===== config.mk =====
export PLATFORM = sky130hd
export DESIGN_NAME = bus_mn
export DESIGN_NICKNAME = d
export VERILOG_FILES = /design/src/rtl/bus_pkg.sv /design/src/rtl/bus_rr_arbiter.sv /design/src/rtl/bus_mn.sv
export SDC_FILE = /design/constraint.sdc
export NUM_CORES = 1
export LEC_CHECK = 0
export BUFFER_PORTS_ARGS = -buffer_cell sky130_fd_sc_hd__buf_2
export CAP_MARGIN = 20
export CORE_AREA = 2 2 174 176
export CTS_CLUSTER_DIAMETER = 30
export DETAILED_ROUTE_END_ITERATION = 8
export DIE_AREA = 0 0 176 178
export PLACE_DENSITY_LB_ADDON = 0.05
export SYNTH_ARGS = -nofsm -noshare
export SYNTH_HDL_FRONTEND = slang
export SYNTH_SLANG_ARGS = --single-unit

===== constraint.sdc =====
create_clock -name clk -period 2.13 [get_ports clk]
set_clock_uncertainty 0.2 [all_clocks]
set_input_delay 0.3195 -clock clk [delete_from_list [all_inputs] [get_ports clk]]
set_output_delay 0.3195 -clock clk [all_outputs]
set_load 0.01 [all_outputs]

===== src/rtl/bus_pkg.sv =====
// Shared definitions for the multi-master bus: default widths, default slave map
// and the one-hot to index helper used by the arbiter.
package bus_pkg;

    localparam int BUS_ADDR_W = 16;
    localparam int BUS_DATA_W = 64;

    localparam logic [15:0] MEM_BASE  = 16'h0000;
    localparam logic [15:0] MEM_MASK  = 16'hF800;
    localparam logic [15:0] FACT_BASE = 16'h7000;
    localparam logic [15:0] FACT_MASK = 16'hFFE0;

    // OR-reduction encoder; only meaningful for a one-hot (or zero) input.
    function automatic logic [2:0] onehot_to_idx(input logic [7:0] onehot);
        logic [2:0] idx;
        idx = '0;
        for (int i = 0; i < 8; i++) begin
            if (onehot[i]) idx = idx | 3'(i);
        end
        return idx;
    endfunction

endpackage


===== src/rtl/bus_rr_arbiter.sv =====
// Registered round-robin arbiter with bus lock: the owner keeps the grant until it
// drops its request, then the next requester after it is granted on the same edge.
//
//   state     | meaning
//   ----------+-------------------------------------------------------------
//   ST_IDLE   | grant_q == 0; first requester after last_q wins next edge
//   ST_OWNED  | grant_q one-hot; held while owner requests, else hand over
module bus_rr_arbiter
    import bus_pkg::*;
#(
    parameter int N_MASTER = 2
) (
    input  logic                clk,
    input  logic                reset_n,
    input  logic [N_MASTER-1:0] req_i,
    output logic [N_MASTER-1:0] grant_o
);

    localparam int LW = (N_MASTER > 1) ? $clog2(N_MASTER) : 1;

    localparam logic [0:0] ST_IDLE  = 1'b0;
    localparam logic [0:0] ST_OWNED = 1'b1;

    logic [N_MASTER-1:0] grant_q, grant_d;
    logic [LW-1:0]       last_q, last_d;
    logic [0:0]          state;
    logic [LW-1:0]       owner;
    logic [LW-1:0]       base;
    logic [LW-1:0]       ix;
    logic [LW-1:0]       cand;
    logic                found;

    assign state = (grant_q == '0) ? ST_IDLE : ST_OWNED;
    assign owner = LW'(onehot_to_idx(8'(grant_q)));

    // Search starts after the previous owner, or after the current owner on release.
    always_comb begin
        base  = (state == ST_IDLE) ? last_q : owner;
        found = 1'b0;
        cand  = '0;
        ix    = '0;
        for (int off = 1; off <= N_MASTER; off++) begin
            ix = LW'((int'(base) + off) % N_MASTER);
            if (!found && req_i[ix]) begin
                found = 1'b1;
                cand  = ix;
            end
        end
    end

    always_comb begin
        grant_d = grant_q;
        last_d  = last_q;
        case (state)
            ST_IDLE: begin
                if (found) begin
                    grant_d       = '0;
                    grant_d[cand] = 1'b1;
                end
            end
            ST_OWNED: begin
                if (!req_i[owner]) begin
                    grant_d = '0;
                    if (found) grant_d[cand] = 1'b1;
                    last_d = owner;
                end
            end
            default: begin
                grant_d = '0;
            end
        endcase
    end

    always_ff @(posedge clk or negedge reset_n) begin
        if (!reset_n) begin
            grant_q <= '0;
            last_q  <= LW'(N_MASTER - 1);
        end else begin
            grant_q <= grant_d;
            last_q  <= last_d;
        end
    end

    assign grant_o = grant_q;

endmodule


===== src/rtl/bus_mn.sv =====
// Multi-master, multi-slave shared bus: round-robin arbitration with lock, base/mask
// address decode with lowest-index priority, registered read return and decode error.
module bus_mn
    import bus_pkg::*;
#(
    parameter int N_MASTER = 2,
    parameter int N_SLAVE  = 2,
    parameter int ADDR_W   = BUS_ADDR_W,
    parameter int DATA_W   = BUS_DATA_W,
    parameter logic [N_SLAVE*ADDR_W-1:0] SLV_BASE = {FACT_BASE, MEM_BASE},
    parameter logic [N_SLAVE*ADDR_W-1:0] SLV_MASK = {FACT_MASK, MEM_MASK}
) (
    input  logic                         clk,
    input  logic                         reset_n,
    input  logic [N_MASTER-1:0]          m_req,
    input  logic [N_MASTER-1:0]          m_wr,
    input  logic [N_MASTER*ADDR_W-1:0]   m_addr,
    input  logic [N_MASTER*DATA_W-1:0]   m_dout,
    output logic [N_MASTER-1:0]          m_grant,
    output logic [DATA_W-1:0]            m_din,
    output logic                         m_err,
    input  logic [N_SLAVE*DATA_W-1:0]    s_dout,
    output logic [N_SLAVE-1:0]           s_sel,
    output logic                         s_wr,
    output logic [ADDR_W-1:0]            s_addr,
    output logic [DATA_W-1:0]            s_din
);

    logic               grant_valid;
    logic [N_SLAVE-1:0] hit;
    logic               hit_taken;
    logic [N_SLAVE-1:0] sel_q;
    logic               err_q, err_d;

    bus_rr_arbiter #(
        .N_MASTER (N_MASTER)
    ) u_arb (
        .clk     (clk),
        .reset_n (reset_n),
        .req_i   (m_req),
        .grant_o (m_grant)
    );

    assign grant_valid = |m_grant;

    // Grant is one-hot, so an AND-OR mux is enough and idles at zero.
    always_comb begin
        s_wr   = 1'b0;
        s_addr = '0;
        s_din  = '0;
        for (int m = 0; m < N_MASTER; m++) begin
            if (m_grant[m]) begin
                s_wr   = s_wr | m_wr[m];
                s_addr = s_addr | m_addr[m*ADDR_W +: ADDR_W];
                s_din  = s_din | m_dout[m*DATA_W +: DATA_W];
            end
        end
    end

    always_comb begin
        for (int i = 0; i < N_SLAVE; i++) begin
            hit[i] = (s_addr & SLV_MASK[i*ADDR_W +: ADDR_W]) == SLV_BASE[i*ADDR_W +: ADDR_W];
        end
    end

    // Overlapping windows resolve to the lowest slave index.
    always_comb begin
        s_sel     = '0;
        hit_taken = 1'b0;
        for (int i = 0; i < N_SLAVE; i++) begin
            if (grant_valid && hit[i] && !hit_taken) begin
                s_sel[i]  = 1'b1;
                hit_taken = 1'b1;
            end
        end
    end

    assign err_d = grant_valid & ~(|hit);

    always_ff @(posedge clk or negedge reset_n) begin
        if (!reset_n) begin
            sel_q <= '0;
            err_q <= 1'b0;
        end else begin
            sel_q <= s_sel;
            err_q <= err_d;
        end
    end

    always_comb begin
        m_din = '0;
        for (int i = 0; i < N_SLAVE; i++) begin
            if (sel_q[i]) m_din = m_din | s_dout[i*DATA_W +: DATA_W];
        end
    end

    assign m_err = err_q;

endmodule


; ---- Word-level counts from Yosys, hierarchy flattened
; Index checks and enable logic that the tools add are counted.
[op_classes]
addsub = 2
multipliers = 0
n_div = 0
n_lt_le_gt_ge = 5
eq_ne = 3
n_shift = 0
muxes = 29
n_bitwise = 8
n_reduce_logical = 13
[op_table]
columns = cell, n
row1 = two-way mux 64 bit, 4
row2 = OR 64 bit, 2
row3 = two-way mux 16 bit, 2
row4 = two-way mux 1 bit, 18
row5 = zero test 16 bit, 1
row6 = OR 16 bit, 1
row7 = == test 11 x 10 -> 1 bit (second input constant), 1
row8 = less-than comparator 1 x 2 -> 1 bit (second input constant), 4
row9 = two-way mux 2 bit, 3
row10 = logical AND 1 bit, 5
row11 = one-hot mux 2 bit (2 select lines), 1
row12 = AND reduction 2 bit, 2
row13 = OR reduction 2 bit, 2
row14 = inverter 1 bit, 3
row15 = adder 1 bit (second input constant), 2
row16 = zero test 1 bit, 2
row17 = zero test 2 bit, 1
row18 = inequality test 2 x 1 -> 1 bit (second input constant), 1
row19 = inequality test 2 bit (second input constant), 1
row20 = AND 1 bit, 1
row21 = demux 1 bit (select 1 bit), 1
row22 = greater-or-equal comparator 1 bit (second input constant), 1
row23 = OR 1 bit, 1
[word_totals]
reg_bits = 6
latch_bits = 0
ramBits = 0
rom_bits = 0
memories = 0

; ---- Logic depth before layout (Yosys ltp)
; Gate-level depths: netlist of run 1.
[depth]
ltp_word = 16
mapped_depth = 6
ltp_nobuf = 4

; ---- By module
; Synthesis of run 1 repeated with hierarchy kept, for this count alone.
[hier_totals]
cells_unflattened = 214
area_unflattened_um2 = 1739.2
[by_module_without_submodules]
columns = module, n_inst, cells_per_inst, area_per_inst_um2
row1 = bus_mn, 1, 199, 1601.5
row2 = bus_rr_arbiter, 1, 15, 137.6

; ---- Worst setup path before layout of run 1
; No wires, ideal clock.
[synth_timing]
path_type = reg-to-output
start = register u_arb.grant_q[0] (netlist: u_arb.grant_o[0])
end = output s_sel[0]
arrival_time_ps = 1393
t_required_ps = 1610
slack_ps = 217
path_stages_with_launch = 6
path_buffers = 2
path_cell_list = dfrtp_1 -> buf_6 -> buf_6 -> a22o_1 -> nor4_4 -> o21a_1
[synth_via]
elab_chain_len = 6
elab_cells_between_ends = 7
[synth_rtl]
columns = item, line
row1 = "start, declared", bus_rr_arbiter.sv:24  ; logic [N_MASTER-1:0] grant_q, grant_d;
row2 = "start signal, assigned", bus_rr_arbiter.sv:79  ; grant_q <= grant_d;
row3 = two-way mux 16 bit (*), bus_mn.sv:52  ; if (m_grant[m]) begin
row4 = OR 16 bit, bus_mn.sv:54  ; s_addr = s_addr | m_addr[m*ADDR_W +: ADDR_W];
row5 = two-way mux 16 bit (*), bus_mn.sv:52
row6 = net s_addr[12], bus_mn.sv:25  ; output logic [ADDR_W-1:0] s_addr,
row7 = zero test 16 bit (*), bus_mn.sv:62  ; hit[i] = (s_addr & SLV_MASK[i*ADDR_W +: ADDR_W]) == SLV_BASE[i*ADDR_W +: ADDR_W];
row8 = logical AND 1 bit (*), bus_mn.sv:71  ; if (grant_valid && hit[i] && !hit_taken) begin
row9 = two-way mux 1 bit (*), bus_mn.sv:71
row10 = "end, declared", bus_mn.sv:23  ; output logic [N_SLAVE-1:0] s_sel,
; Mark *: on every way through the listed nets, which the timed path passes. The rest lies on a longest branch.

; ---- Worst setup path after layout of run 1
[layout_timing]
start = register u_arb.grant_q[0] (netlist: u_arb.grant_o[0])
end = output s_sel[1]
[layout_via]
elab_chain_len = 9
elab_cells_between_ends = 12
[layout_rtl]
columns = item, line
row1 = two-way mux 16 bit, bus_mn.sv:52
row2 = OR 16 bit, bus_mn.sv:54
row3 = two-way mux 16 bit, bus_mn.sv:52
row4 = zero test 16 bit, bus_mn.sv:62
row5 = logical AND 1 bit, bus_mn.sv:71
row6 = two-way mux 1 bit, bus_mn.sv:71
row7 = zero test 1 bit, bus_mn.sv:71
row8 = logical AND 1 bit (*), bus_mn.sv:71
row9 = two-way mux 1 bit (*), bus_mn.sv:71
; Every way passes the cells marked *; elsewhere a longest branch is shown, timed or not.

==> results of run 1 <==
[registers in the layout, indices dropped and copies added (netlist names)]
name	cells
sel_q	2
u_arb.grant_o	2
u_arb.last_q	1
m_err	1
[routing by layer]
| layer | vias up | wire length, um |
|---|---|---|
| li1 | 1803 | - |
| met1 | 1707 | 5320 |
| met2 | 265 | 9790 |
| met3 | 2 | 1830 |
| met4 | 0 | 106 |
| met5 | - | 0 |
[layout make-up]
class,count,area (sq um)
Tap cell,390,488
Fill cell,3390,24700
Clock buffer,4,78.8
Sequential cell,6,156
Multi-Input combinational cell,171,1510
Timing Repair Buffer,466,2460
Inverter,3,11.3
[critical path, stage by stage, from the launching register on]
cell and delay [ns]:
dfrtp_2 0.43, buf_6 0.15, nor4b_4 0.20, o2111ai_2 0.16
a2111oi_4 0.27, buf_2 0.20
[power by group]
part           internal (mW)  leakage [nW]  switching (mW)
logic                  0.609          2.61           0.561
registers              0.130        0.0661          0.0188
clock network          0.248        0.0382          0.0653
[synth_stat cells, drive strengths merged, types with 2 or more instances]
master  count  area share
nor2        2      0.0055
a22o      146        0.70
clkbuf     19       0.039
inv         3      0.0062
a31oi       2      0.0069
buf        16       0.051
o21ai       5       0.014
dfrtp       5       0.069
nand2       2      0.0041
[worst min path at each step]
stage,from,to,cells after the start
2_1_floorplan,reset_n,m_err,0
3_3_place_gp,reset_n,m_err,1
6_report,m_req[0],u_arb.last_q,3
4_1_cts,m_req[0],u_arb.last_q,3
5_1_grt,m_req[1],u_arb.grant_o[1],2
3_5_place_dp,reset_n,m_err,1
[timing repair]
item | CTS | global route
pin swaps | 3 | 1
gates resized for setup | 14 | 1
cloned | 0 | 0
endpoints found under the setup margin | 64 | 3
setup buffers | 7 | 1
endpoints found under the hold margin | 6 | 0
hold buffers | 1 | 0
[cell families after synthesis]
logic type / share of synthesized area
flops: 0.0833
simple gates: 0.0461
buf+inv: 0.0964
compound gates: 0.774
[metrics by stage]
stage	setup TNS (ns)	instance area (sq um)	hold slack, ns	total power, mW	setup WS, ns
after detailed placement	0	4510	-0.0143	1.30	0.0572
after floorplan	0	1820	-0.176	0.675	0.217
after global placement	0	4510	-0.0174	1.31	0.0935
after global routing	-0.232	4710	0.174	1.76	-0.127
final	-0.0322	4710	0.160	1.63	-0.0222
after CTS	-0.0854	4700	0.154	1.67	-0.0662
==> reports/results.ini, run 1 <==
[run_status]
violations = negative setup slack
status = finished, violations left

[power_and_ir_drop]
power.density_nw_per_um2 = 347
p_leak_nw = 2.71
irDropWorstVdd_mv = 0.209

[grt]
antenna_found_initial = 0
use_met2 = 0.213
grt_pass1_wl_um = 23100
grt_pass1_vias = 4050
grt_usage = 0.0986
grt_overflow_total = 0
grt_busiest_layer = met2
grt_max_degree = 66
grt_use_met1 = 0.0854
grtUsageMet3 = 0.0356

[synth]
synth_ff_type = dfrtp_1
async_flop_share = 1.00
synth_edf_count = 0
avgSynthCellArea_sq_um = 8.45
synthCells = 215
syn_area_sq_um = 1820
synth_seq_area_share = 0.0833
synthDistinctLibCells = 28
ys_ff_latch = 6
yosysWarnings = 0
syn-num-nets = 509

[setup_path]
worstPathRequired_ns = 1.61
cp_data_arrival_time_ns = 1.63
path_class = reg -> out
r2r_slack_ns = 0.31
endpoint_kind = output port
crit_end = s_sel[1]
cp-start-kind = flip-flop
worstRegToRegCells = 7
r2r_end = m_err
worstPathMaxFanout = 6
r2r_start = u_arb.grant_o[0]
cp-startpoint = u_arb.grant_o[0]

[timing]
post-route-period-util = 1.01
worst_pin_slew_ns = 0.316
report.final.slew_viol_count = 0
max_slew_margin = 0.789
setup_slack_ns = -0.0222
rsz0062_at_grt = yes
finalSetupViolations = 2
fmax_ghz = 0.465
min_period_ns = 2.15
hold_violations = 0

[die]
core_area_sq_um = 29400
start_util = 0.0618
rows = 63
chipWidth_um = 176
die_h_um = 178
pin_count = 444
dieArea_sq_um = 31300

[placed_design]
dp_hpwl_um = 15200
place.gp.congestion = 0.831
placed_cells = 1027
portBuffers = 443

[clock_tree]
cts_htree_levels = 1
clock_sinks = 6
cts_root_buf = clkbuf_16
cts_tree = done
clk_latency_ns = 0.23
clk_pin_slew_ns = 0.04
cts_buffers = 3
clockBufferDepth = 2

[drt]
wirelength_um = 17000
drtPass1Iterations = 4
via_per_inst = 3.63
routedWlPerCell_um = 16.4
drc = 0
dr.first_iter.drc_count = 90
ant_nets = 0
vias = 3777

[layout]
n_antenna_cell = 0
final_common_cell = buf_2
drive_gt1_frac = 0.740
final_net_count = 945
instances_no_fill = 1040
final_cell_mix = buf_2 (442), a22o_1 (145), buf_4 (15)
area_delta_synth_final_pct = 159
final_util = 0.160

[flow_run]
maxCapViolCount = 0

[hold_path]
hp-class = in -> reg

No activity file was read; power rests on OpenSTA's default activity.
==> run 2: changes to the inputs <==
--- a/config.mk
+++ b/config.mk
@@ -11,6 +11,7 @@
 export CTS_CLUSTER_DIAMETER = 30
 export DETAILED_ROUTE_END_ITERATION = 8
 export DIE_AREA = 0 0 176 178
+export GPL_ROUTABILITY_DRIVEN = 0
 export PLACE_DENSITY_LB_ADDON = 0.05
 export SYNTH_ARGS = -nofsm -noshare
 export SYNTH_HDL_FRONTEND = slang
==> constraint.sdc (replaced) <==
create_clock -name clk -period 2.13 [get_ports clk]
set_clock_uncertainty 0.2 [all_clocks]
set_input_delay 0.3195 -clock clk [delete_from_list [all_inputs] [get_ports clk]]
set_output_delay 0.3195 -clock clk [all_outputs]
set_load 0.1 [all_outputs]
==> reports/results.ini, run 2 (same netlist as run 1, synthesis figures left out) <==
[placed_design]
post-place-ws_ns = 0.00317
dp_hpwl_um = 16000
placed_area_sq_um = 7400
placed_cells = 1027
portBuffers = 443

[setup_path]
cp-start-kind = flip-flop
endpoint_kind = output port
cp_data_arrival_time_ns = 1.76
worstPathRequired_ns = 1.61
path_class = reg -> out
worstPathMaxFanout = 8
r2r_slack_ns = 0.20
r2r_start = u_arb.grant_o[1]
worstRegToRegCells = 7
r2r_end = m_err

[die]
dieArea_sq_um = 31300
core_area_sq_um = 29400
rows = 63
start_util = 0.0618
die_h_um = 178
chipWidth_um = 176
pin_count = 444

[layout]
stdcell_area_sq_um = 7600
area_delta_synth_final_pct = 318
final_net_count = 944
final_common_cell = buf_2
instances_no_fill = 1041
final_cell_mix = buf_2 (299), buf_12 (148), a22o_2 (72)
drive_gt1_frac = 0.955

[grt]
antenna_found_initial = 2
grt_pass1_wl_um = 25400
grt_max_degree = 72
grtUsageMet3 = 0.0494
grt_usage = 0.105
grt_use_met1 = 0.0986
use_met2 = 0.216
grt_busiest_layer = met2
grt_pass1_vias = 4184
grt_overflow_total = 0

[timing]
setup_slack_ns = -0.154
finalSetupViolations = 37
hold_violations = 0
min_period_ns = 2.28
max_slew_margin = 0.629
report.final.slew_viol_count = 0
fmax_ghz = 0.438
worst_pin_slew_ns = 0.557
rsz0062_at_grt = yes
post-route-period-util = 1.07

[drt]
via_per_inst = 3.72
routedWlPerCell_um = 17.5
ant_nets = 0
drtPass1Iterations = 3
drc = 0
dr.first_iter.drc_count = 50
wirelength_um = 18200
vias = 3868

[power_and_ir_drop]
p_leak_nw = 3.59
power.density_nw_per_um2 = 589
finalPower_mw = 4.47
irDropWorstVdd_mv = 0.334

[hold_path]
hp-class = in -> reg
holdCritStartpoint = m_req[1]
hold_path_end = u_arb.grant_o[0]
hold_depth = 2

[clock_tree]
clockBufferDepth = 2
clock_sinks = 6
cts_tree = done
cts_htree_levels = 1
clk_pin_slew_ns = 0.04
clk_latency_ns = 0.23
cts_buffers = 3
cts_root_buf = clkbuf_16

[flow_run]
maxCapViolCount = 0

[run_status]
violations = negative setup slack
status = finished, violations left

## run 2: worst max path at each step
stage                           to  slack (ns)              from  cells past startpoint
after floorplan           s_sel[1]       -0.71  u_arb.grant_o[0]                      4
after global placement    s_sel[0]        0.02  u_arb.grant_o[0]                      4
after detailed placement  s_sel[0]       0.003  u_arb.grant_o[0]                      4
final                     s_sel[1]       -0.15  u_arb.grant_o[1]                      5
after global routing      s_sel[1]       -0.26  u_arb.grant_o[1]                      5
after CTS                 s_sel[0]       -0.21  u_arb.grant_o[0]                      4
## run 2: final cells by class
type	count	area, sq um
fill	3119	21800
timing repair buffer	465	4640
multi-input combinational	171	2210
tap	390	488
sequential	6	161
clock buffer	4	78.8
inverter	3	11.3
antenna	2	5.00
## run 2: timing repair
item / CTS / global route
buffers inserted: 4 / 4
gates cloned: 0 / 1
resized for setup: 8 / 4
endpoints found under the setup margin: 36 / 71
endpoints found under the hold margin: 6 / 0
hold buffers: 1 / 0
pin swaps: 2 / 3
## run 2: worst max-delay path, cell delays in order (launching register included)
cell	delay (ns)
dfrtp_4	0.51
buf_12	0.14
and3_1	0.14
a31oi_1	0.06
a2111oi_4	0.46
buf_12	0.23
## run 2: metal layers
layer  routed length [um]  up-vias
li1                     -     1817
met5                   13        -
met4                   26        2
met1                 5810     1787
met2                10100      258
met3                 2240        4
## run 2: stage by stage
step	hold slack [ns]	setup TNS (ns)	util
2_1_floorplan	-0.176	-2.52	-
3_3_place_gp	-0.0258	0	0.252
3_5_place_dp	-0.0212	0	0.252
4_1_cts	0.150	-1.76	0.257
5_1_grt	0.167	-5.15	0.258
6_report	0.140	-1.28	0.258
## run 2: power by group
group	switching, mW	internal (mW)
Clock	0.0661	0.249
Combinational	2.46	1.54
Sequential	0.0229	0.132
Total	2.55	1.92
